===== config.mk =====
export PLATFORM = sky130hd
export DESIGN_NAME = taillights_input_conditioner
export DESIGN_NICKNAME = d
export VERILOG_FILES = /design/src/rtl/taillights_pkg.sv /design/src/rtl/taillights_debounce.sv /design/src/rtl/taillights_input_conditioner.sv
export SDC_FILE = /design/constraint.sdc
export NUM_CORES = 1
export LEC_CHECK = 0
export CAP_MARGIN = 20
export CELL_PAD_IN_SITES_DETAIL_PLACEMENT = 1
export CELL_PAD_IN_SITES_GLOBAL_PLACEMENT = 2
export CORE_AREA = 2 2 126 128
export DETAILED_ROUTE_END_ITERATION = 16
export DIE_AREA = 0 0 128 130
export PLACE_DENSITY_LB_ADDON = 0.1
export SLEW_MARGIN = 20
export SYNTH_ARGS = -nofsm -noshare
export SYNTH_HDL_FRONTEND = slang
export SYNTH_SLANG_ARGS = --single-unit

===== constraint.sdc =====
create_clock -name clk -period 1.87 [get_ports clk]
set_input_delay 0.374 -clock clk [delete_from_list [all_inputs] [get_ports clk]]
set_output_delay 0.374 -clock clk [all_outputs]
set_load 0.005 [all_outputs]

===== src/rtl/taillights_pkg.sv =====
// Shared types for the taillight datapath.
//   cmd_t      : prioritized command handed from the input conditioner to the FSM
//   encode_cmd : maps debounced switch levels onto a cmd_t
package taillights_pkg;

    typedef enum logic [2:0] {
        CMD_IDLE        = 3'd0,
        CMD_LEFT        = 3'd1,
        CMD_RIGHT       = 3'd2,
        CMD_HAZ         = 3'd3,
        CMD_BRAKE       = 3'd4,
        CMD_BRAKE_LEFT  = 3'd5,
        CMD_BRAKE_RIGHT = 3'd6
    } cmd_t;

    // Hazard (explicit, or both turn switches together) outranks brake.
    // Once that case is excluded, left and right are never both set below.
    function automatic cmd_t encode_cmd(input logic left,
                                        input logic right,
                                        input logic haz,
                                        input logic brake);
        cmd_t cmd;
        if (haz || (left && right)) cmd = CMD_HAZ;
        else if (brake && left)     cmd = CMD_BRAKE_LEFT;
        else if (brake && right)    cmd = CMD_BRAKE_RIGHT;
        else if (brake)             cmd = CMD_BRAKE;
        else if (left)              cmd = CMD_LEFT;
        else if (right)             cmd = CMD_RIGHT;
        else                        cmd = CMD_IDLE;
        return cmd;
    endfunction

endpackage


===== src/rtl/taillights_debounce.sv =====
// Two-flop synchronizer followed by a counter-based debouncer for one switch.
//   clk     : system clock
//   rst_n   : asynchronous active-low reset
//   sw_i    : raw switch, asynchronous to clk
//   level_o : debounced level; follows sw_i only after it has differed from
//             the current level for DEBOUNCE_CYCLES consecutive synced cycles
module taillights_debounce
    import taillights_pkg::*;
#(
    parameter int unsigned DEBOUNCE_CYCLES = 500_000
) (
    input  logic clk,
    input  logic rst_n,
    input  logic sw_i,
    output logic level_o
);

    localparam int unsigned   CW      = $clog2(DEBOUNCE_CYCLES);
    localparam logic [CW-1:0] CNT_MAX = CW'(DEBOUNCE_CYCLES - 1);

    logic          sync1_q;
    logic          sync2_q;
    logic          stable_q;
    logic          stable_d;
    logic [CW-1:0] cnt_q;
    logic [CW-1:0] cnt_d;

    // The counter only runs while the synced input disagrees with the
    // accepted level, so any bounce back to the old level restarts it.
    always_comb begin
        // NOTE: defaults first so every path assigns every output; without them
        // the unassigned branches would infer latches.
        stable_d = stable_q;
        cnt_d    = '0;
        if (sync2_q != stable_q) begin
            if (cnt_q == CNT_MAX) begin
                stable_d = sync2_q;
            end else begin
                cnt_d = cnt_q + CW'(1);
            end
        end
    end

    // NOTE: non-blocking assignments in clocked logic so every flop samples the
    // pre-edge value of its source; blocking here would collapse the two
    // synchronizer stages into one.
    always_ff @(posedge clk or negedge rst_n) begin
        if (!rst_n) begin
            sync1_q  <= 1'b0;
            sync2_q  <= 1'b0;
            stable_q <= 1'b0;
            cnt_q    <= '0;
        end else begin
            sync1_q  <= sw_i;
            sync2_q  <= sync1_q;
            stable_q <= stable_d;
            cnt_q    <= cnt_d;
        end
    end

    assign level_o = stable_q;

endmodule


===== src/rtl/taillights_input_conditioner.sv =====
// Front end of the taillight datapath, directly upstream of the taillight FSM.
//   clk          : system clock
//   rst_n        : asynchronous active-low reset
//   left_sw_i    : raw left-turn switch (async)
//   right_sw_i   : raw right-turn switch (async)
//   haz_sw_i     : raw hazard switch (async)
//   brake_sw_i   : raw brake switch (async)
//   left_o       : debounced left level
//   right_o      : debounced right level
//   haz_o        : debounced hazard level
//   brake_o      : debounced brake level
//   cmd_o        : registered prioritized command
//   cmd_change_o : one-cycle pulse in the first cycle cmd_o shows a new value
//   tick_o       : one-cycle sequencing pulse every TICK_CYCLES cycles,
//                  restarted by each command change
module taillights_input_conditioner
    import taillights_pkg::*;
#(
    parameter int unsigned DEBOUNCE_CYCLES = 500_000,
    parameter int unsigned TICK_CYCLES     = 12_500_000
) (
    input  logic clk,
    input  logic rst_n,
    input  logic left_sw_i,
    input  logic right_sw_i,
    input  logic haz_sw_i,
    input  logic brake_sw_i,
    output logic left_o,
    output logic right_o,
    output logic haz_o,
    output logic brake_o,
    output cmd_t cmd_o,
    output logic cmd_change_o,
    output logic tick_o
);

    localparam int unsigned   TW       = $clog2(TICK_CYCLES);
    localparam logic [TW-1:0] TICK_MAX = TW'(TICK_CYCLES - 1);

    // ---------------------------------------------------------------
    // Per-switch synchronize + debounce
    // ---------------------------------------------------------------
    taillights_debounce #(.DEBOUNCE_CYCLES(DEBOUNCE_CYCLES)) u_deb_left (
        .clk     (clk),
        .rst_n   (rst_n),
        .sw_i    (left_sw_i),
        .level_o (left_o)
    );

    taillights_debounce #(.DEBOUNCE_CYCLES(DEBOUNCE_CYCLES)) u_deb_right (
        .clk     (clk),
        .rst_n   (rst_n),
        .sw_i    (right_sw_i),
        .level_o (right_o)
    );

    taillights_debounce #(.DEBOUNCE_CYCLES(DEBOUNCE_CYCLES)) u_deb_haz (
        .clk     (clk),
        .rst_n   (rst_n),
        .sw_i    (haz_sw_i),
        .level_o (haz_o)
    );

    taillights_debounce #(.DEBOUNCE_CYCLES(DEBOUNCE_CYCLES)) u_deb_brake (
        .clk     (clk),
        .rst_n   (rst_n),
        .sw_i    (brake_sw_i),
        .level_o (brake_o)
    );

    // ---------------------------------------------------------------
    // Command encode and register
    // ---------------------------------------------------------------
    cmd_t cmd_q;
    cmd_t cmd_d;
    logic cmd_change_q;
    logic cmd_change_d;

    // The change flag is registered alongside the command so both appear in
    // the same cycle; resetting cmd_q to CMD_IDLE matches the all-zero
    // debounced levels, so nothing pulses on reset release.
    assign cmd_d        = encode_cmd(left_o, right_o, haz_o, brake_o);
    assign cmd_change_d = (cmd_d != cmd_q);

    always_ff @(posedge clk or negedge rst_n) begin
        if (!rst_n) begin
            cmd_q        <= CMD_IDLE;
            cmd_change_q <= 1'b0;
        end else begin
            cmd_q        <= cmd_d;
            cmd_change_q <= cmd_change_d;
        end
    end

    assign cmd_o        = cmd_q;
    assign cmd_change_o = cmd_change_q;

    // ---------------------------------------------------------------
    // Sequencing tick
    // ---------------------------------------------------------------
    logic [TW-1:0] tick_cnt_q;
    logic [TW-1:0] tick_cnt_d;

    // A command change restarts the period from zero so the FSM gets a full
    // period on its new pattern; the restart outranks a coincident wrap.
    always_comb begin
        tick_cnt_d = tick_cnt_q + TW'(1);
        if (cmd_change_q || (tick_cnt_q == TICK_MAX)) begin
            tick_cnt_d = '0;
        end
    end

    always_ff @(posedge clk or negedge rst_n) begin
        if (!rst_n) begin
            tick_cnt_q <= '0;
        end else begin
            tick_cnt_q <= tick_cnt_d;
        end
    end

    assign tick_o = (tick_cnt_q == TICK_MAX) && !cmd_change_q;

endmodule

Word-level counts from Yosys, hierarchy flattened
Index checks and enable logic that the tools add are counted.
{"block": "totals", "word_cells": 60, "ff_bits": 116, "inputBits": 6}
{"block": "classes", "eq_ne": 10, "addsub": 5, "reduce_logical": 11, "n_mux": 15}
{"op": "$mux W19", "count": 8}
{"op": "$add A19 B1 Y19 const B", "count": 4}
{"op": "$eq A19 B19 Y1 const B", "count": 4}
{"op": "$add A24 B1 Y24 const B", "count": 1}
{"op": "$eq A24 B24 Y1 const B", "count": 1}
{"op": "$mux W24", "count": 1}
{"op": "$mux W3", "count": 4}
{"op": "$reduce_and A2 Y1", "count": 4}
{"op": "$logic_and A1 B1 Y1", "count": 4}
{"op": "$mux W2", "count": 2}
{"op": "$ne A1 B1 Y1", "count": 4}
{"op": "$ne A3 B3 Y1", "count": 1}
{"op": "$logic_or A1 B1 Y1", "count": 2}
{"op": "$logic_not A1 Y1", "count": 1}

Logic depth before layout (Yosys ltp)
Gate-level depths: netlist of the first run.
{"block": "logic_depth", "depth_word": 7, "mapped_depth": 6}

Modules after synthesis
Synthesis of the first run repeated with hierarchy kept, for this count alone.
{"block": "unflattened", "hier_cells": 564, "area_unflattened_um2": 5725.5}
{"mod": "taillights_debounce", "area_each_um2": 1079.8, "seq_area_each_um2": 550.5, "cells_each": 105, "n_inst": 4}
{"mod": "taillights_input_conditioner", "area_each_um2": 1406.3, "seq_area_each_um2": 700.7, "cells_each": 144, "n_inst": 1}

Worst setup path after synthesis of the first run
Ideal clock, no wire load.
{"block": "synth_timing", "path_kind": "reg2reg", "startpoint": "register u_deb_left.cnt_q[11]", "endpoint": "register u_deb_left.cnt_q[13]", "stages_incl_launch_ff": 6, "t_required_ns": 1.751, "slack_ns": -0.155, "t_arrival_ns": 1.906, "path_cell_list": "dfrtp_1 > or4_1 > or4_4 > o21ai_4 > buf_6 > nor2_2"}
{"block": "synth_via", "elab_chain_len": 3, "elab_cells_between_ends": 4}
{"item": "start, declared", "line": "taillights_debounce.sv:25", "source": "logic [CW-1:0] cnt_q;"}
{"item": "start signal, assigned", "line": "taillights_debounce.sv:57", "source": "cnt_q <= cnt_d;"}
{"item": "$add A19 B1 Y19 / $eq A19 B19 Y1 (equally long branches)", "line": "taillights_debounce.sv:39, taillights_debounce.sv:36"}
{"item": "$mux W19 (*)", "line": "taillights_debounce.sv:36", "source": "if (cnt_q == CNT_MAX) begin"}
{"item": "$mux W19 (*)", "line": "taillights_debounce.sv:35", "source": "if (sync2_q != stable_q) begin"}
{"item": "via u_deb_left.cnt_d[13]", "line": "taillights_debounce.sv:26", "source": "logic [CW-1:0] cnt_d;"}
The timed path passes the listed nets; every way through them passes the cells marked *.
A chain may end at the register's enable or synchronous reset.

Worst setup path in the final report of the first run
{"block": "layout_timing", "startpoint": "register u_deb_left.cnt_q[11]", "endpoint": "register u_deb_left.cnt_q[12]"}
The elaborated chain is that of the path after synthesis.

==> tab_implementation.tex, run 1 <==
\begin{tabular}{lr}
\hline
Metric & Value \\
\hline
\multicolumn{2}{l}{\textbf{CTS}} \\
H-tree lvl count & 4 \\
CTS sink cnt & roughly 120 \\
Clock latency reported for the late side of the worst-skew pair & between 0.4 and 0.5 ns \\
Number of buffers created by CTS & 17 \\
Clock transition time at the flip-flop clock pins of the worst setup and hold paths & 0.06 ns \\
CTS tree & yes \\
Root buffer cell & sky130\_fd\_sc\_hd\_\_clkbuf\_16 \\
Maximum buffer depth of the clock tree & 2 \\
\multicolumn{2}{l}{\textbf{Floorplanning}} \\
Effective utilization at floorplan & a little over a third \\
Number of placed I/O pins & 15 \\
Site Rows & 46 \\
Die span in y & roughly 130 microns \\
DIE WIDTH & around 130 microns \\
Total die area & 16600 sq um \\
Std-Cell Core Area & about 15000 sq um \\
\multicolumn{2}{l}{\textbf{Timing}} \\
Share of the cycle needed by the critical path after routing & 113\% \\
Setup TNS & -5.11 ns \\
Headroom to the max-slew limit & 72.9\% \\
Unrepaired setup endpoints after global routing & yes \\
Final worst slack & -0.250 ns \\
Final Skew & roughly 0.0077 ns \\
Actual transition at the worst max-transition pin & around 0.4 ns \\
Clock period minus worst slack & 2.12 ns \\
Fin. max-slew vios & 0 \\
Final Hold Fails & 0 \\
Hold\_ws & between 0.3 and 0.4 ns \\
Setup-violating endpoint count in the final report & 26 \\
Max Fclk & 0.472 GHz \\
\multicolumn{2}{l}{\textbf{Drt}} \\
Detailed router's first-iteration violation count & 242 \\
Wire length after detailed routing & between 10000 and 15000 microns \\
Antenna Violating Nets Remaining & 0 \\
Average vias per placed instance & between 5 and 6 \\
Vias & roughly 4600 \\
WL/cell & approximately 17 microns \\
Number of design rule violations left after detail routing & 0 \\
Detailed-routing iteration count for the pre-antenna-repair pass & 4 \\
\multicolumn{2}{l}{\textbf{Synthesis}} \\
Instance count of the mapped netlist & between 500 and 600 \\
Number of synthesized flops with an enable pin & 0 \\
Number of register bits inferred by synthesis & 116 \\
Total of warnings raised by yosys & 0 \\
Synthesized netlist net count & $\sim$570 \\
Count of different cell masters after synthesis & 38 \\
Register area share after synthesis & around 52\% \\
Synth area leader & sky130\_fd\_sc\_hd\_\_dfrtp\_1 \\
Fraction of synthesized cell area taken by the top area cell type & a little over half \\
Synth top area cells & sky130\_fd\_sc\_hd\_\_dfrtp\_1, sky130\_fd\_sc\_hd\_\_xnor2\_1, sky130\_fd\_sc\_hd\_\_nor2\_1, sky130\_fd\_sc\_hd\_\_xor2\_1, sky130\_fd\_sc\_hd\_\_nand4\_1 \\
Asr flop ratio synth & 100\% \\
Netlist area before placement & approximately 5500 sq um \\
Most frequent cells after synthesis & sky130\_fd\_sc\_hd\_\_dfrtp\_1, sky130\_fd\_sc\_hd\_\_nor2\_1, sky130\_fd\_sc\_hd\_\_xnor2\_1 \\
Leading register cell type out of synthesis & sky130\_fd\_sc\_hd\_\_dfrtp\_1 \\
Post-synthesis average cell area & $\sim$10 sq um \\
Top-count cell post-synth & sky130\_fd\_sc\_hd\_\_dfrtp\_1 \\
\multicolumn{2}{l}{\textbf{Global routing}} \\
Vias in the first global route & slightly below 5000 \\
Total routing resource utilization after global routing & a little under a fifth \\
Global-route wire length before repair & about 25000 microns \\
Total gr overflow & 0 \\
Antenna violations before repair & 0 \\
Largest net degree at the start of global routing & 34 \\
\multicolumn{2}{l}{\textbf{Place}} \\
I/O Buffers & 14 \\
Estimated wirelength of the detail-placed design & $\sim$10000 microns \\
Total placed instance area & roughly 6600 sq um \\
Worst slack at placement & -0.239 ns \\
Weighted congestion at the end of routability-driven global placement & 0.784 \\
\multicolumn{2}{l}{\textbf{Worst setup path}} \\
Slowest cell delay on critical path & around 0.56 ns \\
Critical path startpoint category & register \\
Kind of end point of the critical path & register \\
Slowest cell on crit path & sky130\_fd\_sc\_hd\_\_or4\_4 \\
Family with the most delay on the worst path & simple AND/OR/NAND/NOR gates \\
Worst R2R Setup Slack & -0.25 ns \\
Cell Chain, Critical Path & or4\_4 > or4\_4 > o21ai\_4 > clkbuf\_16 > nor2\_4 \\
Crit-path max FO & 7 \\
Cell repeated most along the worst path & sky130\_fd\_sc\_hd\_\_or4\_4 \\
Path type of the worst setup path & register to register \\
Arrival time worst endpoint & 2.41 ns \\
Number of buffer and inverter instances along the worst setup path & 1 \\
Required @ worst endpoint & 2.16 ns \\
\multicolumn{2}{l}{\textbf{Min path}} \\
Hold crit path type & register to register \\
\multicolumn{2}{l}{\textbf{Power and ir drop}} \\
Power Dens Cells & 797 nW/um\^{}2 \\
Clock share of power & a little over half \\
Cell leakage power & slightly above 3 nW \\
Sw Ratio & 21.2\% \\
Reg power frac & a little over two fifths \\
Overall Power & roughly 6.1 mW \\
Worst ir drop on vdd & 588 uV \\
Comb power frac & 3.4\% \\
Switching power of the nets & $\sim$1.3 mW \\
Int Power & between 4 and 5 mW \\
\multicolumn{2}{l}{\textbf{Run status}} \\
Failing checks & negative setup slack \\
Run status & complete, but fails checks \\
\multicolumn{2}{l}{\textbf{Final layout}} \\
Number of diodes & 0 \\
Number of fill cells & 1695 \\
Sequential Area & $\sim$2900 sq um \\
Signed area change from the synthesized netlist to the final layout & 39.0\% \\
Combined area of the multi-input logic cells & a little under 3000 sq um \\
Fraction of final layout cells with drive strength greater than 1 & a little under a third \\
Finished Cell Area & 7710 sq um \\
NumNets Final & between 600 and 700 \\
\multicolumn{2}{l}{\textbf{Job}} \\
Number of max-capacitance violations reported & 0 \\
\hline
\end{tabular}
[cell type report]
type	count	share of cell area, %
Clock buffer	22	6.28
Clock inverter	10	1.66
Inverter	12	0.584
Multi-Input combinational cell	416	37.7
Sequential cell	116	37.8
Tap cell	192	3.12
Timing Repair Buffer	112	12.9
[path summary, 6_finish.rpt]
path	start	endpoint	cells after the start
setup / recovery	u_deb_left.cnt_q[11]$_DFF_PN0_	u_deb_left.cnt_q[12]$_DFF_PN0_	5
hold / removal	u_deb_right.sync1_q$_DFF_PN0_	u_deb_right.sync2_q$_DFF_PN0_	0
setup reg to reg	u_deb_left.cnt_q[11]$_DFF_PN0_	u_deb_left.cnt_q[12]$_DFF_PN0_	5
hold reg to reg	u_deb_right.sync1_q$_DFF_PN0_	u_deb_right.sync2_q$_DFF_PN0_	0
max in group asynchronous	rst_n	u_deb_right.cnt_q[9]$_DFF_PN0_	3
min in group asynchronous	rst_n	u_deb_haz.cnt_q[13]$_DFF_PN0_	2
[repair_timing]
item / in CTS / in global routing
hold buffers: 1 / 0
endpoints found under the hold margin: 19 / 0
pin swaps: 8 / 36
setup buffers: 10 / 11
gates resized for setup: 35 / 67
endpoints found under the setup margin: 32 / 55
gates cloned: 2 / 2
[logic make-up (layout without fill, tap and decap cells)]
| kind of cell | Yosys count | in the layout | synth area share [%] |
|---|---|---|---|
| adder cells (fa/ha/maj) | 5 | 5 | 1.13 |
| AO/OA/AOI/OAI | 52 | 52 | 5.39 |
| flip-flops | 116 | 116 | 52.3 |
| AND/OR/NAND/NOR | 280 | 281 | 26.9 |
| multiplexers | 4 | 4 | 0.812 |
| XOR/XNOR | 74 | 74 | 11.7 |
| buffers and inverters | 24 | 156 | 1.76 |
[power by group through the flow]
| stage | Combinational (mW) | Clock [mW] | Sequential (mW) |
|---|---|---|---|
| finish | 0.208 | 3.36 | 2.57 |
| global route | 0.238 | 3.56 | 2.57 |
| CTS | 0.196 | 3.44 | 2.57 |
| detailed placement | 0.191 | 0 | 2.61 |
| global placement | 0.185 | 0 | 2.61 |
| floorplan | 0.0682 | 0 | 2.61 |
[metal layers]
layer  share of wire (%)  GRT usage, %  up-vias
met5                   0             0        -
met4                0.87          4.65        0
met3                 2.7          4.80       10
met2                  48          30.5       51
met1                  48          25.1     2303
li1                    -             -     2218
[placed cells by master, fill, tap and decap left out, types with 4 or more instances in the layout]
master / n
sky130_fd_sc_hd__a21oi_1: 11
sky130_fd_sc_hd__a21oi_2: 12
sky130_fd_sc_hd__and4_1: 10
sky130_fd_sc_hd__buf_4: 81
sky130_fd_sc_hd__buf_6: 11
sky130_fd_sc_hd__clkbuf_16: 18
sky130_fd_sc_hd__clkbuf_8: 4
sky130_fd_sc_hd__clkdlybuf4s50_1: 12
sky130_fd_sc_hd__clkinv_2: 6
sky130_fd_sc_hd__dfrtp_1: 110
sky130_fd_sc_hd__dfrtp_2: 6
sky130_fd_sc_hd__inv_1: 12
sky130_fd_sc_hd__nand2_1: 33
sky130_fd_sc_hd__nand3_1: 31
sky130_fd_sc_hd__nand4_1: 31
sky130_fd_sc_hd__nor2_1: 65
sky130_fd_sc_hd__nor2_4: 16
sky130_fd_sc_hd__nor3_1: 16
sky130_fd_sc_hd__nor4_1: 16
sky130_fd_sc_hd__o21ai_0: 12
sky130_fd_sc_hd__o21ai_1: 5
sky130_fd_sc_hd__o31ai_1: 4
sky130_fd_sc_hd__or2_2: 7
sky130_fd_sc_hd__or3_1: 11
sky130_fd_sc_hd__or3_4: 9
sky130_fd_sc_hd__or4_1: 5
sky130_fd_sc_hd__or4_4: 6
sky130_fd_sc_hd__xnor2_1: 46
sky130_fd_sc_hd__xor2_1: 27
[worst reg2reg max path: stages, from the launching register on]
cell and delay, ns:
sky130_fd_sc_hd__dfrtp_1 0.38, sky130_fd_sc_hd__or4_4 0.53, sky130_fd_sc_hd__or4_4 0.57, sky130_fd_sc_hd__o21ai_4 0.25, sky130_fd_sc_hd__clkbuf_16 0.24, sky130_fd_sc_hd__nor2_4 0.04
[metrics by stage]
step                util (%)  std cells
finish                  50.0        880
global route            50.0        880
CTS                     47.7        871
detailed placement      42.5        831
global placement        42.5        831
floorplan                  -        555
[sequential cells by signal, indices dropped and copies added, names as in the netlist, 3 cells and up]
name	cells
u_deb_brake.cnt_q	19
cmd_o	3
u_deb_right.cnt_q	19
u_deb_haz.cnt_q	19
u_deb_left.cnt_q	19
tick_cnt_q	24
Power figures use the tool's default switching activity.
==> run 2: changes to the inputs <==
--- a/config.mk
+++ b/config.mk
@@ -5,6 +5,7 @@
 export SDC_FILE = /design/constraint.sdc
 export NUM_CORES = 1
 export LEC_CHECK = 0
+export ABC_CLOCK_PERIOD_IN_PS = 1870
 export CAP_MARGIN = 20
 export CELL_PAD_IN_SITES_DETAIL_PLACEMENT = 1
 export CELL_PAD_IN_SITES_GLOBAL_PLACEMENT = 2
@@ -16,3 +17,4 @@
 export SYNTH_ARGS = -nofsm -noshare
 export SYNTH_HDL_FRONTEND = slang
 export SYNTH_SLANG_ARGS = --single-unit
+export TNS_END_PERCENT = 10
==> run 2 against run 1 <==
Effect of this change: the flow still finishes with violations (negative setup slack); non-clock buffer count is 12 lower; utilization fell by 2.4 points; global-route usage fell by 0.27 points; fmax up 0.21%; combinational power is 8% lower; largest cell class unchanged.
==> tab_implementation.tex, run 2 (synthesis gave the netlist of run 1 again) <==
\begin{tabular}{lr}
\hline
Metric & Value \\
\hline
\multicolumn{2}{l}{\textbf{Run status}} \\
Run status & complete, but fails checks \\
Failing checks & negative setup slack \\
\multicolumn{2}{l}{\textbf{Final layout}} \\
Leading cell type in the layout, fill and taps excluded & sky130\_fd\_sc\_hd\_\_dfrtp\_1 \\
Number of fill cells & 1722 \\
End-of-flow core utilization & between 40 and 50\% \\
Register containing the most flip-flops in the final layout & tick\_cnt\_q \\
Flip-flop count of the largest register after layout & 24 \\
Number of diodes & 0 \\
Signed area change from the synthesized netlist to the final layout & 32.2\% \\
Sequential Area & about 2900 sq um \\
NumNets Final & 673 \\
Commonest non-fill, non-tap cells in the layout & sky130\_fd\_sc\_hd\_\_dfrtp\_1, sky130\_fd\_sc\_hd\_\_buf\_4, sky130\_fd\_sc\_hd\_\_nor2\_1 \\
Fraction of final layout cells with drive strength greater than 1 & a little over a quarter \\
Combined area of the multi-input logic cells & 2730 sq um \\
\multicolumn{2}{l}{\textbf{Worst setup path}} \\
Arrival time worst endpoint & $\sim$2.5 ns \\
Crit-path max FO & 6 \\
Family with the most delay on the worst path & simple AND/OR/NAND/NOR gates \\
Worst R2R Setup Slack & -0.25 ns \\
Reg-to-reg startpoint & tick\_cnt\_q[1]\$\_DFF\_PN0\_ \\
Number of buffer and inverter instances along the worst setup path & 2 \\
Required @ worst endpoint & approximately 2.2 ns \\
Cell Chain, Critical Path & ha\_4 > nand4\_4 > buf\_6 > or4\_4 > buf\_4 > or3\_1 > a21oi\_2 \\
Kind of end point of the critical path & register \\
Number of cells on the worst reg-to-reg path & 7 \\
Reg-to-reg endpoint & tick\_cnt\_q[22]\$\_DFF\_PN0\_ \\
Critical path startpoint category & register \\
Slowest cell delay on critical path & roughly 0.57 ns \\
Slowest cell on crit path & sky130\_fd\_sc\_hd\_\_or4\_4 \\
Path type of the worst setup path & register to register \\
\multicolumn{2}{l}{\textbf{Drt}} \\
Detailed router's first-iteration violation count & 146 \\
Antenna Violating Nets Remaining & 0 \\
Wire length after detailed routing & 14000 microns \\
Number of design rule violations left after detail routing & 0 \\
Detailed-routing iteration count for the pre-antenna-repair pass & 4 \\
WL/cell & between 15 and 20 microns \\
Vias & 4495 \\
Average vias per placed instance & 5.19 \\
\multicolumn{2}{l}{\textbf{Power and ir drop}} \\
Worst ir drop on vdd & about 750 uV \\
Cell leakage power & about 3.0 nW \\
Power Dens Cells & slightly above 800 nW/um\^{}2 \\
Overall Power & 5.92 mW \\
\multicolumn{2}{l}{\textbf{Job}} \\
Number of max-capacitance violations reported & 0 \\
\multicolumn{2}{l}{\textbf{Timing}} \\
Unrepaired setup endpoints after global routing & yes \\
Fin. max-slew vios & 0 \\
Share of the cycle needed by the critical path after routing & 113\% \\
Headroom to the max-slew limit & between 70\% and 80\% \\
Final worst slack & -0.245 ns \\
Actual transition at the worst max-transition pin & 0.425 ns \\
Hold\_ws & 0.348 ns \\
Final Skew & 0.00984 ns \\
Max Fclk & about 0.47 GHz \\
Setup-violating endpoint count in the final report & 30 \\
Final Hold Fails & 0 \\
Clock period minus worst slack & around 2.1 ns \\
\multicolumn{2}{l}{\textbf{Global routing}} \\
Antenna violations before repair & 0 \\
Largest net degree at the start of global routing & between 40 and 50 \\
Global-route wire length before repair & 24000 microns \\
Total routing resource utilization after global routing & about 18\% \\
Vias in the first global route & slightly below 5000 \\
Total gr overflow & 0 \\
\multicolumn{2}{l}{\textbf{CTS}} \\
CTS sink cnt & about 120 \\
Maximum buffer depth of the clock tree & 2 \\
Number of buffers created by CTS & 17 \\
Clock transition time at the flip-flop clock pins of the worst setup and hold paths & approximately 0.060 ns \\
H-tree lvl count & 4 \\
Clock latency reported for the late side of the worst-skew pair & between 0.4 and 0.5 ns \\
Root buffer cell & sky130\_fd\_sc\_hd\_\_clkbuf\_16 \\
CTS tree & yes \\
\multicolumn{2}{l}{\textbf{Place}} \\
Worst slack at placement & -0.291 ns \\
Estimated wirelength of the detail-placed design & about 9700 microns \\
I/O Buffers & 14 \\
Weighted congestion at the end of routability-driven global placement & between 0.7 and 0.8 \\
\multicolumn{2}{l}{\textbf{Min path}} \\
Hold crit path type & register to register \\
Hold endpoint & u\_deb\_right.sync2\_q\$\_DFF\_PN0\_ \\
Worst Hold Launch & u\_deb\_right.sync1\_q\$\_DFF\_PN0\_ \\
Worst hold path cell count & 0 \\
\multicolumn{2}{l}{\textbf{Floorplanning}} \\
Number of placed I/O pins & 15 \\
Site Rows & 46 \\
Total die area & approximately 17000 sq um \\
Std-Cell Core Area & roughly 15000 sq um \\
Effective utilization at floorplan & 36.0\% \\
DIE WIDTH & roughly 130 microns \\
Die span in y & around 130 microns \\
\hline
\end{tabular}
## run 2: report_power, final
group / internal [mW] / switching, mW
Clock: 2.01 / 1.15
Sequential: 2.54 / 0.0280
Combinational: 0.0724 / 0.120
## run 2: timing repair
action / 4_1_cts / 5_1_grt
setup buffers: 1 / 6
pin swaps: 10 / 17
resized for setup: 16 / 40
hold buffers: 1 / 0
endpoints found under the setup margin: 32 / 62
hold endpoints to repair: 24 / 0
## run 2: layout make-up
class                           count  area share, %
Multi-Input combinational cell    415           37.2
Clock inverter                     10           1.47
Clock buffer                       21           6.28
Timing Repair Buffer              100           11.5
Sequential cell                   116           39.6
Inverter                           12          0.614
Tap cell                          192           3.28
## run 2: routing by layer
metal  track usage, %  share of wire, %  wire, microns
met2             29.2                48           6750
met5                0                 0              0
met4             7.30               1.0            142
met3             4.18               2.0            277
met1             24.7                49           6820
## run 2: worst register-to-register path, cell delays in order (launching register included)
cell	delay, ns
sky130_fd_sc_hd__dfrtp_1	0.39
sky130_fd_sc_hd__ha_4	0.17
sky130_fd_sc_hd__nand4_4	0.10
sky130_fd_sc_hd__buf_6	0.15
sky130_fd_sc_hd__or4_4	0.57
sky130_fd_sc_hd__buf_4	0.17
sky130_fd_sc_hd__or3_1	0.33
sky130_fd_sc_hd__a21oi_2	0.16
## run 2: worst max-delay path by stage
| stage | startpoint | to | slack (ns) | depth (start not counted) |
|---|---|---|---|---|
| after detailed placement | tick_cnt_q[0]$_DFF_PN0_ | tick_cnt_q[20]$_DFF_PN0_ | -0.29 | 6 |
| after CTS | tick_cnt_q[6]$_DFF_PN0_ | tick_o | -0.34 | 5 |
| final | tick_cnt_q[1]$_DFF_PN0_ | tick_cnt_q[22]$_DFF_PN0_ | -0.25 | 7 |
| after global placement | tick_cnt_q[6]$_DFF_PN0_ | tick_o | -0.22 | 5 |
| after floorplan | u_deb_left.cnt_q[11]$_DFF_PN0_ | u_deb_left.cnt_q[13]$_DFF_PN0_ | -0.15 | 5 |
| after global routing | tick_cnt_q[1]$_DFF_PN0_ | tick_cnt_q[22]$_DFF_PN0_ | -0.33 | 7 |
## run 2: through the flow
| step | setup TNS [ns] | cells | cell area, sq um |
|---|---|---|---|
| 2_1_floorplan | -2.93 | 555 | 5550 |
| 3_3_place_gp | -3.18 | 827 | 6490 |
| 3_5_place_dp | -4.24 | 827 | 6490 |
| 4_1_cts | -2.92 | 860 | 7130 |
| 5_1_grt | -5.56 | 866 | 7330 |
| 6_report | -3.47 | 866 | 7330 |
==> run 3: changes to the inputs <==
==> constraint.sdc (replaced) <==
create_clock -name clk -period 1.87 [get_ports clk]
set_input_delay 0.374 -clock clk [delete_from_list [all_inputs] [get_ports clk]]
set_output_delay 0.374 -clock clk [all_outputs]
set_load 0.05 [all_outputs]
==> run 3 against run 2 <==
Effect of this change: global-route usage down 0.73 points; sequential share of layout area up 1.5 points; sequential cell count unchanged; total power down 1.9%; fmax down 4.3%; register-to-register slack better by 0.12 ns; clock power down 3%; critical endpoint is now tick_o; the run still ends with negative setup slack left; die area unchanged; clock skew down 0.0028 ns; critical path depth down 1; final cell count down 2.5%; via count down 2.2%.
==> tab_implementation.tex, run 3 (synthesis gave the netlist of run 1 again) <==
\begin{tabular}{lr}
\hline
Metric & Value \\
\hline
\multicolumn{2}{l}{\textbf{Timing}} \\
Actual transition at the worst max-transition pin & $\sim$0.46 ns \\
Setup-violating endpoint count in the final report & 25 \\
Clock period minus worst slack & between 2 and 2.5 ns \\
Final worst slack & -0.340 ns \\
Max Fclk & $\sim$0.45 GHz \\
Share of the cycle needed by the critical path after routing & 118\% \\
Headroom to the max-slew limit & between 60\% and 70\% \\
Fin. max-slew vios & 0 \\
Setup TNS & -3.08 ns \\
Final Hold Fails & 0 \\
Unrepaired setup endpoints after global routing & yes \\
Final Skew & around 0.007 ns \\
\multicolumn{2}{l}{\textbf{Floorplanning}} \\
Die span in y & 130 microns \\
Number of placed I/O pins & 15 \\
Std-Cell Core Area & between 15000 and 20000 sq um \\
DIE WIDTH & 128 microns \\
Site Rows & between 40 and 50 \\
Total die area & around 17000 sq um \\
Effective utilization at floorplan & a little over a third \\
\multicolumn{2}{l}{\textbf{CTS}} \\
Number of buffers created by CTS & 17 \\
CTS sink cnt & about 120 \\
H-tree lvl count & 4 \\
Maximum buffer depth of the clock tree & 2 \\
Root buffer cell & sky130\_fd\_sc\_hd\_\_clkbuf\_16 \\
CTS tree & yes \\
Clock transition time at the flip-flop clock pins of the worst setup and hold paths & roughly 0.050 ns \\
Clock latency reported for the late side of the worst-skew pair & a little over 0.4 ns \\
\multicolumn{2}{l}{\textbf{Place}} \\
Weighted congestion at the end of routability-driven global placement & approximately 0.75 \\
Worst slack at placement & -0.183 ns \\
I/O Buffers & 14 \\
Estimated wirelength of the detail-placed design & 9490 microns \\
Total placed instance area & around 6400 sq um \\
\multicolumn{2}{l}{\textbf{Global routing}} \\
Global-route wire length before repair & about 23000 microns \\
Vias in the first global route & 4665 \\
Total gr overflow & 0 \\
Total routing resource utilization after global routing & 17.7\% \\
Largest net degree at the start of global routing & 35 \\
Antenna violations before repair & 0 \\
\multicolumn{2}{l}{\textbf{Drt}} \\
Antenna Violating Nets Remaining & 0 \\
Number of design rule violations left after detail routing & 0 \\
WL/cell & around 16 microns \\
Detailed router's first-iteration violation count & about 200 \\
Average vias per placed instance & about 5.2 \\
Vias & about 4400 \\
Detailed-routing iteration count for the pre-antenna-repair pass & 4 \\
Wire length after detailed routing & about 13000 microns \\
\multicolumn{2}{l}{\textbf{Power and ir drop}} \\
Cell leakage power & 2.89 nW \\
Power Dens Cells & between 800 and 900 nW/um\^{}2 \\
Worst ir drop on vdd & between 600 and 700 uV \\
\multicolumn{2}{l}{\textbf{Final layout}} \\
Number of fill cells & 1726 \\
Signed area change from the synthesized netlist to the final layout & 27.4\% \\
Commonest non-fill, non-tap cells in the layout & sky130\_fd\_sc\_hd\_\_dfrtp\_1, sky130\_fd\_sc\_hd\_\_nor2\_1, sky130\_fd\_sc\_hd\_\_buf\_4 \\
Register containing the most flip-flops in the final layout & tick\_cnt\_q \\
Sequential Area & 2900 sq um \\
Leading cell type in the layout, fill and taps excluded & sky130\_fd\_sc\_hd\_\_dfrtp\_1 \\
NumNets Final & around 650 \\
Number of diodes & 0 \\
Finished Cell Area & between 7000 and 8000 sq um \\
Fraction of final layout cells with drive strength greater than 1 & between 20\% and 30\% \\
Flip-flop count of the largest register after layout & 24 \\
Combined area of the multi-input logic cells & roughly 2600 sq um \\
\multicolumn{2}{l}{\textbf{Worst setup path}} \\
Required @ worst endpoint & about 1.5 ns \\
Crit-path max FO & 3 \\
Arrival time worst endpoint & between 1.5 and 2 ns \\
Path type of the worst setup path & register to primary output \\
Kind of end point of the critical path & primary output \\
Critical path startpoint category & register \\
\multicolumn{2}{l}{\textbf{Min path}} \\
Hold crit path type & register to register \\
\multicolumn{2}{l}{\textbf{Run status}} \\
Run status & complete, but fails checks \\
Failing checks & negative setup slack \\
\multicolumn{2}{l}{\textbf{Job}} \\
Number of max-capacitance violations reported & 0 \\
\hline
\end{tabular}
==> run 3: path summary, 6_finish.rpt <==
kind                                                start                              to  slack (ns)  cells past startpoint
setup / recovery                  tick_cnt_q[0]$_DFF_PN0_                          tick_o       -0.34                      6
hold / removal              u_deb_brake.sync1_q$_DFF_PN0_   u_deb_brake.sync2_q$_DFF_PN0_        0.35                      0
setup reg to reg           u_deb_left.cnt_q[14]$_DFF_PN0_   u_deb_left.cnt_q[3]$_DFF_PN0_       -0.13                      5
hold reg to reg             u_deb_brake.sync1_q$_DFF_PN0_   u_deb_brake.sync2_q$_DFF_PN0_        0.35                      0
max in group asynchronous                           rst_n  u_deb_left.cnt_q[16]$_DFF_PN0_        0.90                      3
min in group asynchronous                           rst_n    u_deb_haz.cnt_q[3]$_DFF_PN0_        0.40                      2
==> run 3: per-stage QoR <==
step / util (%) / total power [mW] / cells / hold slack, ns
6_report: 45.8 / 5.81 / 844 / 0.351
5_1_grt: 45.8 / 6.06 / 844 / 0.361
4_1_cts: 45.3 / 5.92 / 843 / 0.356
3_5_place_dp: 41.4 / 2.80 / 813 / 0.297
3_3_place_gp: 41.4 / 2.80 / 813 / 0.289
2_1_floorplan: - / 2.67 / 555 / 0.0784
==> run 3: critical path, cell delays in order, from the launching register on <==
cell                      delay (ns)
sky130_fd_sc_hd__dfrtp_1        0.35
sky130_fd_sc_hd__ha_2           0.20
sky130_fd_sc_hd__nand4_4        0.11
sky130_fd_sc_hd__nor4_4         0.32
sky130_fd_sc_hd__nand3_2        0.15
sky130_fd_sc_hd__nor2_4         0.15
sky130_fd_sc_hd__buf_12         0.14
==> run 3: cell type report <==
class	instances	area share, %
clock inverter	5	0.708
sequential	116	41.1
clock buffer	24	7.10
tap	192	3.40
timing repair buffer	80	9.55
inverter	12	0.638
multi-input combinational	415	37.5
==> run 3: timing repair <==
| item | 4_1_cts | 5_1_grt |
|---|---|---|
| setup buffers | 0 | 1 |
| endpoints found under the setup margin | 28 | 44 |
| hold buffers | 1 | 0 |
| gates resized for setup | 9 | 15 |
| pin swaps | 9 | 8 |
| endpoints found under the hold margin | 18 | 0 |
==> run 3: power breakdown <==
group | internal [mW] | switching (mW) | total (mW)
Sequential | 2.54 | 0.0254 | 2.57
Clock | 1.97 | 1.08 | 3.05
Combinational | 0.0729 | 0.116 | 0.189
Total | 4.59 | 1.23 | 5.81
==> run 3: layer usage <==
metal	GRT usage (%)	vias up	part of all wire [%]
li1	-	2154	-
met1	23.3	2193	50
met2	28.7	34	47
met3	4.96	14	2.4
met4	5.24	0	1.1
met5	0	-	0
==> variant 1, RTL diff (config.mk and constraints of run 2) <==
Set the parameter `TICK_CYCLES` to 50_000_000 (it was 12_500_000).
--- a/src/rtl/taillights_input_conditioner.sv
+++ b/src/rtl/taillights_input_conditioner.sv
@@ -17,7 +17,7 @@
     import taillights_pkg::*;
 #(
     parameter int unsigned DEBOUNCE_CYCLES = 500_000,
-    parameter int unsigned TICK_CYCLES     = 12_500_000
+    parameter int unsigned TICK_CYCLES     = 50_000_000
 ) (
     input  logic clk,
     input  logic rst_n,
Behaviour: same outputs for any inputs over 10 cycles, from zero or initial values and one cycle with rst_n low; that may be too few to reach the edited logic, so the function may still have changed.
==> variant 1 against run 2 <==
  * The flow still finishes with violations (setup timing)
  * Total power is 6.8% higher
  * Wire length is 3.7% lower
  * Largest cell class unchanged
  * Sequential cell count is 2 higher
  * Sequential power is 2% higher
  * Clock power is 13% higher
  * Cell area is 0.97% lower
  * Synthesized area is 1.8% higher
  * Setup slack worse by 0.21 ns
  * Register-to-register slack better by 0.08 ns
==> variant 1: results (changes against run 2) <==
qor: power_and_ir_drop.irDropWorstVdd 0.760 mV [+1.8%]
qor: setup_path.critPathMaxFanout 2 [-4]
qor: power_and_ir_drop.p_leak 3.04 nW [+1.6%]
qor: run_status.outcome finished with violations
qor: place.hpwl 9.07 mm [-6.4%]
qor: cts.numCtsBuffers 17 [unchanged]
qor: global_route.grt_max_degree 119 [+150%]
qor: final_layout.drive_above_1_share 21.2% [-4.9 points]
qor: route.dr_total_vias 4,502 [+0.16%]
qor: setup_path.cp_data_arrival_time 1.95 ns [-0.50 ns]
qor: route.detail_route.first_pass.iterations 4 [unchanged]
qor: yosys.synth_commonest_cells 118 x dfrtp_1, 79 x nor2_1, 37 x xor2_1
qor: yosys.synth.yosys.warnings 0 [unchanged]
qor: global_route.grt_pass1_vias 4,769 [-1.9%]
qor: hold_path.hold_path_class input port to asynchronous set/reset pin
qor: final_layout.largest_register_ffs 26 [+8.3%]
qor: yosys.yosysSeqAreaShare 52.3% [about the same]
qor: run_status.failed_checks setup timing
qor: place.gpl.final_weighted_congestion 0.791 [-0.57%]
qor: timing.worst_slew_pin_slew 0.632 ns [+0.208 ns]
qor: cts.htree_levels 4 [unchanged]
qor: route.wl 13.5 mm [-3.7%]
qor: global_route.global_route_wire_length_before_repair 23.4 mm [-2.5%]
qor: final_layout.final_net_count 666 [-1.0%]
qor: place.buffer_ports.inserted 14 [unchanged]
qor: global_route.globalRouteTotalUtil 17.8% [-0.64 points]
qor: place.dp_worst_setup_slack -0.459 ns [-0.167 ns]
qor: timing.timing.final.setup_violations 20 [-33%]
qor: global_route.number_of_antenna_violations_at_the_first_check_in_global_routing 0 [unchanged]
qor: route.first_iter_violations 222 [+52%]
qor: cts.worstSkewPairLatency 0.41 ns
qor: yosys.ys_types 41 [+7.9%]
qor: cts.cts-root-to-sink-buffers 2 [unchanged]
qor: final_layout.n_fill_cell 1,726 [+0.23%]
qor: cts.root_buffer_master clkbuf_16
qor: final_layout.max_flop_register tick_cnt_q
qor: yosys.synthesis.nets 573 [+1.2%]
qor: yosys.ys_async_sr_fraction 100% [unchanged]
qor: timing.clock-skew-final 0.00681 ns [-0.00303 ns]
qor: timing.setup_slack -0.453 ns [-0.208 ns]
qor: yosys.synth.area.top_cells dfrtp_1 52%, xor2_1 5.7%, nor2_1 5.3%
variant 1: metrics by stage:
step                      util [%]  hold slack, ns  cell area (µm²)  TNS, ns  instances
after detailed placement      42.3           0.336             6520   -0.583        826
after floorplan                  -          0.0784             5650        0        562
final                         47.1          0.0674             7260    -1.37        858
after global placement        42.3           0.332             6520   -0.468        826
after CTS                     46.5          0.0806             7170    -1.13        857
after global routing          47.1           0.101             7260    -3.15        858
variant 1: kinds of logic after synthesis:
| logic type | Yosys count | share of synthesized area (%) |
|---|---|---|
| and+or+nand+nor | 276 | 26.4 |
| adders and majority gates | 5 | 1.11 |
| muxes | 4 | 0.798 |
| buffers and inverters | 25 | 1.93 |
| DFF | 118 | 52.3 |
| AOI/OAI and AO/OA | 64 | 6.60 |
| xor gates and xnor gates | 70 | 10.9 |
variant 1: worst paths after layout:
check | from | slack, ns | cells after the start | endpoint
hold / removal | rst_n | 0.07 | 2 | u_deb_haz.cnt_q[18]
hold reg to reg | u_deb_left.sync1_q | 0.35 | 0 | u_deb_left.sync2_q
setup reg to reg | tick_cnt_q[8] | -0.17 | 6 | tick_cnt_q[25]
min in group clk | u_deb_left.sync1_q | 0.35 | 0 | u_deb_left.sync2_q
setup / recovery | tick_cnt_q[7] | -0.45 | 5 | tick_o
max in group asynchronous | rst_n | 1.35 | 2 | u_deb_haz.level_o
variant 1: report_power, final:
part / switching, mW / leakage [nW] / internal (mW)
registers: 0.0260 / 1.60 / 2.59
clock network: 1.15 / 0.312 / 2.41
logic: 0.103 / 1.13 / 0.0491
total: 1.28 / 3.04 / 5.04
variant 1: area by class of cell:
| class | instances | area share, % |
|---|---|---|
| clock buffer | 20 | 6.29 |
| clock inverter | 10 | 2.45 |
| inverter | 12 | 0.620 |
| multi-input combinational | 419 | 36.7 |
| sequential | 118 | 40.7 |
| tap | 192 | 3.31 |
| timing repair buffer | 87 | 9.93 |
variant 1: repair_timing:
| action | in CTS | in global routing |
|---|---|---|
| hold buffers | 0 | 0 |
| pin swaps | 4 | 7 |
| endpoints found under the setup margin | 9 | 52 |
| gates resized for setup | 7 | 24 |
| setup buffers | 1 | 1 |
| endpoints found under the hold margin | 0 | 0 |
variant 1: per-layer routing:
metal  GRT usage (%)  wire length [µm]  up-vias
li1                -                 -     2195
met1            23.8              6610     2264
met2            28.5              6420       34
met3            5.00               301        9
met4            5.24               143        0
met5               0                 0        -
variant 1: critical path, cell delays in order (launching register included):
cell and delay, ns:
dfrtp_1 0.38, or4b_4 0.55, nor4_4 0.30, nand3_1 0.10, nor2_1 0.09, buf_2 0.11
==> variant 2, RTL diff (flow settings as in run 2) <==
Without the edit above. Put a register stage on the output `haz_o`, cleared by the reset. The value now appears one clock later. The other outputs are not delayed to match.
--- a/src/rtl/taillights_input_conditioner.sv
+++ b/src/rtl/taillights_input_conditioner.sv
@@ -37,6 +37,8 @@
     localparam int unsigned   TW       = $clog2(TICK_CYCLES);
     localparam logic [TW-1:0] TICK_MAX = TW'(TICK_CYCLES - 1);
 
+    logic haz_d;
+
     // ---------------------------------------------------------------
     // Per-switch synchronize + debounce
     // ---------------------------------------------------------------
@@ -58,7 +60,7 @@
         .clk     (clk),
         .rst_n   (rst_n),
         .sw_i    (haz_sw_i),
-        .level_o (haz_o)
+        .level_o (haz_d)
     );
 
     taillights_debounce #(.DEBOUNCE_CYCLES(DEBOUNCE_CYCLES)) u_deb_brake (
@@ -79,7 +81,7 @@
     // The change flag is registered alongside the command so both appear in
     // the same cycle; resetting cmd_q to CMD_IDLE matches the all-zero
     // debounced levels, so nothing pulses on reset release.
-    assign cmd_d        = encode_cmd(left_o, right_o, haz_o, brake_o);
+    assign cmd_d        = encode_cmd(left_o, right_o, haz_d, brake_o);
     assign cmd_change_d = (cmd_d != cmd_q);
 
     always_ff @(posedge clk or negedge rst_n) begin
@@ -120,4 +122,12 @@
 
     assign tick_o = (tick_cnt_q == TICK_MAX) && !cmd_change_q;
 
+    always_ff @(posedge clk or negedge rst_n) begin
+        if (!rst_n) begin
+            haz_o <= '0;
+        end else begin
+            haz_o <= haz_d;
+        end
+    end
+
 endmodule
Formal check against the unedited RTL: same outputs for any inputs over 10 cycles, from zero or initial values and one cycle with rst_n low; that may be too few to reach the edited logic, so the function may still have changed.
==> variant 2 against run 2 <==
  * The run still ends with setup timing left
  * Setup slack better by 0.054 ns
  * Cell area down 1.0%
  * Total power down 1.2%
  * Wire length down 0.34%
  * Sequential cell count up 1
  * Via count up 1.2%
  * Synthesized area up 0.45%
  * Largest cell class unchanged
==> variant 2: results (changes against run 2) <==
qor: run_status.outcome finished with violations
qor: run_status.failed_checks setup timing
qor: route.route.detailed.wl_per_inst 16.2 µm [about the same]
qor: setup_path.slack_of_the_worst_reg_to_reg_path -0.17 ns [+0.08 ns]
qor: place.hpwl 9.64 mm [-0.52%]
qor: setup_path.rr_worst_depth 5 [-2]
qor: setup_path.r2r_start u_deb_left.cnt_q[11]
qor: yosys.synthMuxAreaShare 0.809% [-0.0036 points]
qor: route.first_iter_violations 177 [+21%]
qor: yosys.synthesis.nets 567 [+0.18%]
qor: timing.clock-skew-final 0.0152 ns [+0.00539 ns]
qor: yosys.synth-compound-area-share 5.37% [-0.024 points]
qor: global_route.grt_max_degree 49 [+2.1%]
qor: timing.worst_slew_pin_slew 0.482 ns [+0.0570 ns]
qor: power_and_ir_drop.clockPowerShare 52.5% [-0.9 points]
qor: yosys.synth_commonest_cells 117 x dfrtp_1, 74 x nor2_1, 47 x xnor2_1
qor: power_and_ir_drop.cellInternalPower 4.61 mW [-0.20%]
qor: final_layout.drive_above_1_share 23.5% [-2.6 points]
qor: timing.setup_slack -0.191 ns [+0.0543 ns]
qor: setup_path.critical_path.slowest_cell or3_4
qor: setup_path.crit_path_start tick_cnt_q[7]
qor: final_layout.n_fill_cell 1,726 [+0.23%]
qor: setup_path.slowest_cell_delay_on_critical_path 0.40 ns [-0.17 ns]
qor: yosys.synthXorXnorAreaFrac 11.6% [-0.053 points]
qor: timing.timing.final.setup_violations 29 [-3.3%]
qor: setup_path.cp_data_arrival_time 1.69 ns [-0.76 ns]
qor: global_route.grt_pass1_vias 4,703 [-3.2%]
qor: yosys.synth.area.top_cells dfrtp_1 53%, xnor2_1 7.4%, nor2_1 5.0%
qor: setup_path.reg2reg_to u_deb_left.cnt_q[17]
qor: hold_path.hold_path_class input port to asynchronous set/reset pin
qor: route.dr_total_vias 4,548 [+1.2%]
qor: setup_path.critPathMaxFanout 2 [-4]
==> variant 2: worst min-delay path by stage <==
stage                                     end  slack (ns)  cells after the start
after floorplan                  cmd_change_o        0.08                      0
after global placement    u_deb_haz.cnt_q[11]        0.21                      1
after detailed placement  u_deb_haz.cnt_q[12]        0.21                      1
after CTS                 u_deb_haz.cnt_q[11]        0.32                      2
after global routing      u_deb_haz.cnt_q[11]        0.33                      2
final                     u_deb_haz.cnt_q[11]        0.33                      2
==> variant 2: area by class of cell <==
cell class,count,area (µm²),share of cell area [%]
multi-input cells,415,2670,36.8
well taps,192,240,3.31
clock inverters,4,45.0,0.621
repair buffers,97,818,11.3
clock buffers,26,509,7.02
flip-flops and latches,117,2930,40.4
inverters,12,45.0,0.621
==> variant 2: cells by family (layout without fill, tap and decap cells) <==
group / count (synthesis) / after routing
compound gates: 52 / 52
xor+xnor: 74 / 74
fa+ha+maj: 5 / 5
buf+inv: 24 / 139
flops: 117 / 117
mux: 4 / 4
simple gates: 280 / 280
==> variant 2: repair_timing <==
action	4_1_cts	5_1_grt
hold buffers	1	0
pin swaps	12	9
cloned	0	0
endpoints found under the hold margin	5	0
endpoints found under the setup margin	31	47
resized for setup	19	18
buffers inserted	1	0
==> variant 2: per-stage QoR <==
step	hold WS (ns)	instances	setup TNS (ns)	instance area [µm²]
after floorplan	0.0784	556	-2.93	5570
final	0.331	863	-3.51	7260
after detailed placement	0.212	831	-4.68	6540
after global placement	0.207	831	-3.78	6540
after global routing	0.325	863	-5.31	7260
after CTS	0.316	863	-3.05	7180
==> variant 2: routing by layer <==
layer / wire, µm / GRT usage [%]
met1: 6810 / 24.2
met3: 361 / 4.76
met4: 167 / 6.08
met5: 0 / 0
met2: 6600 / 29.1
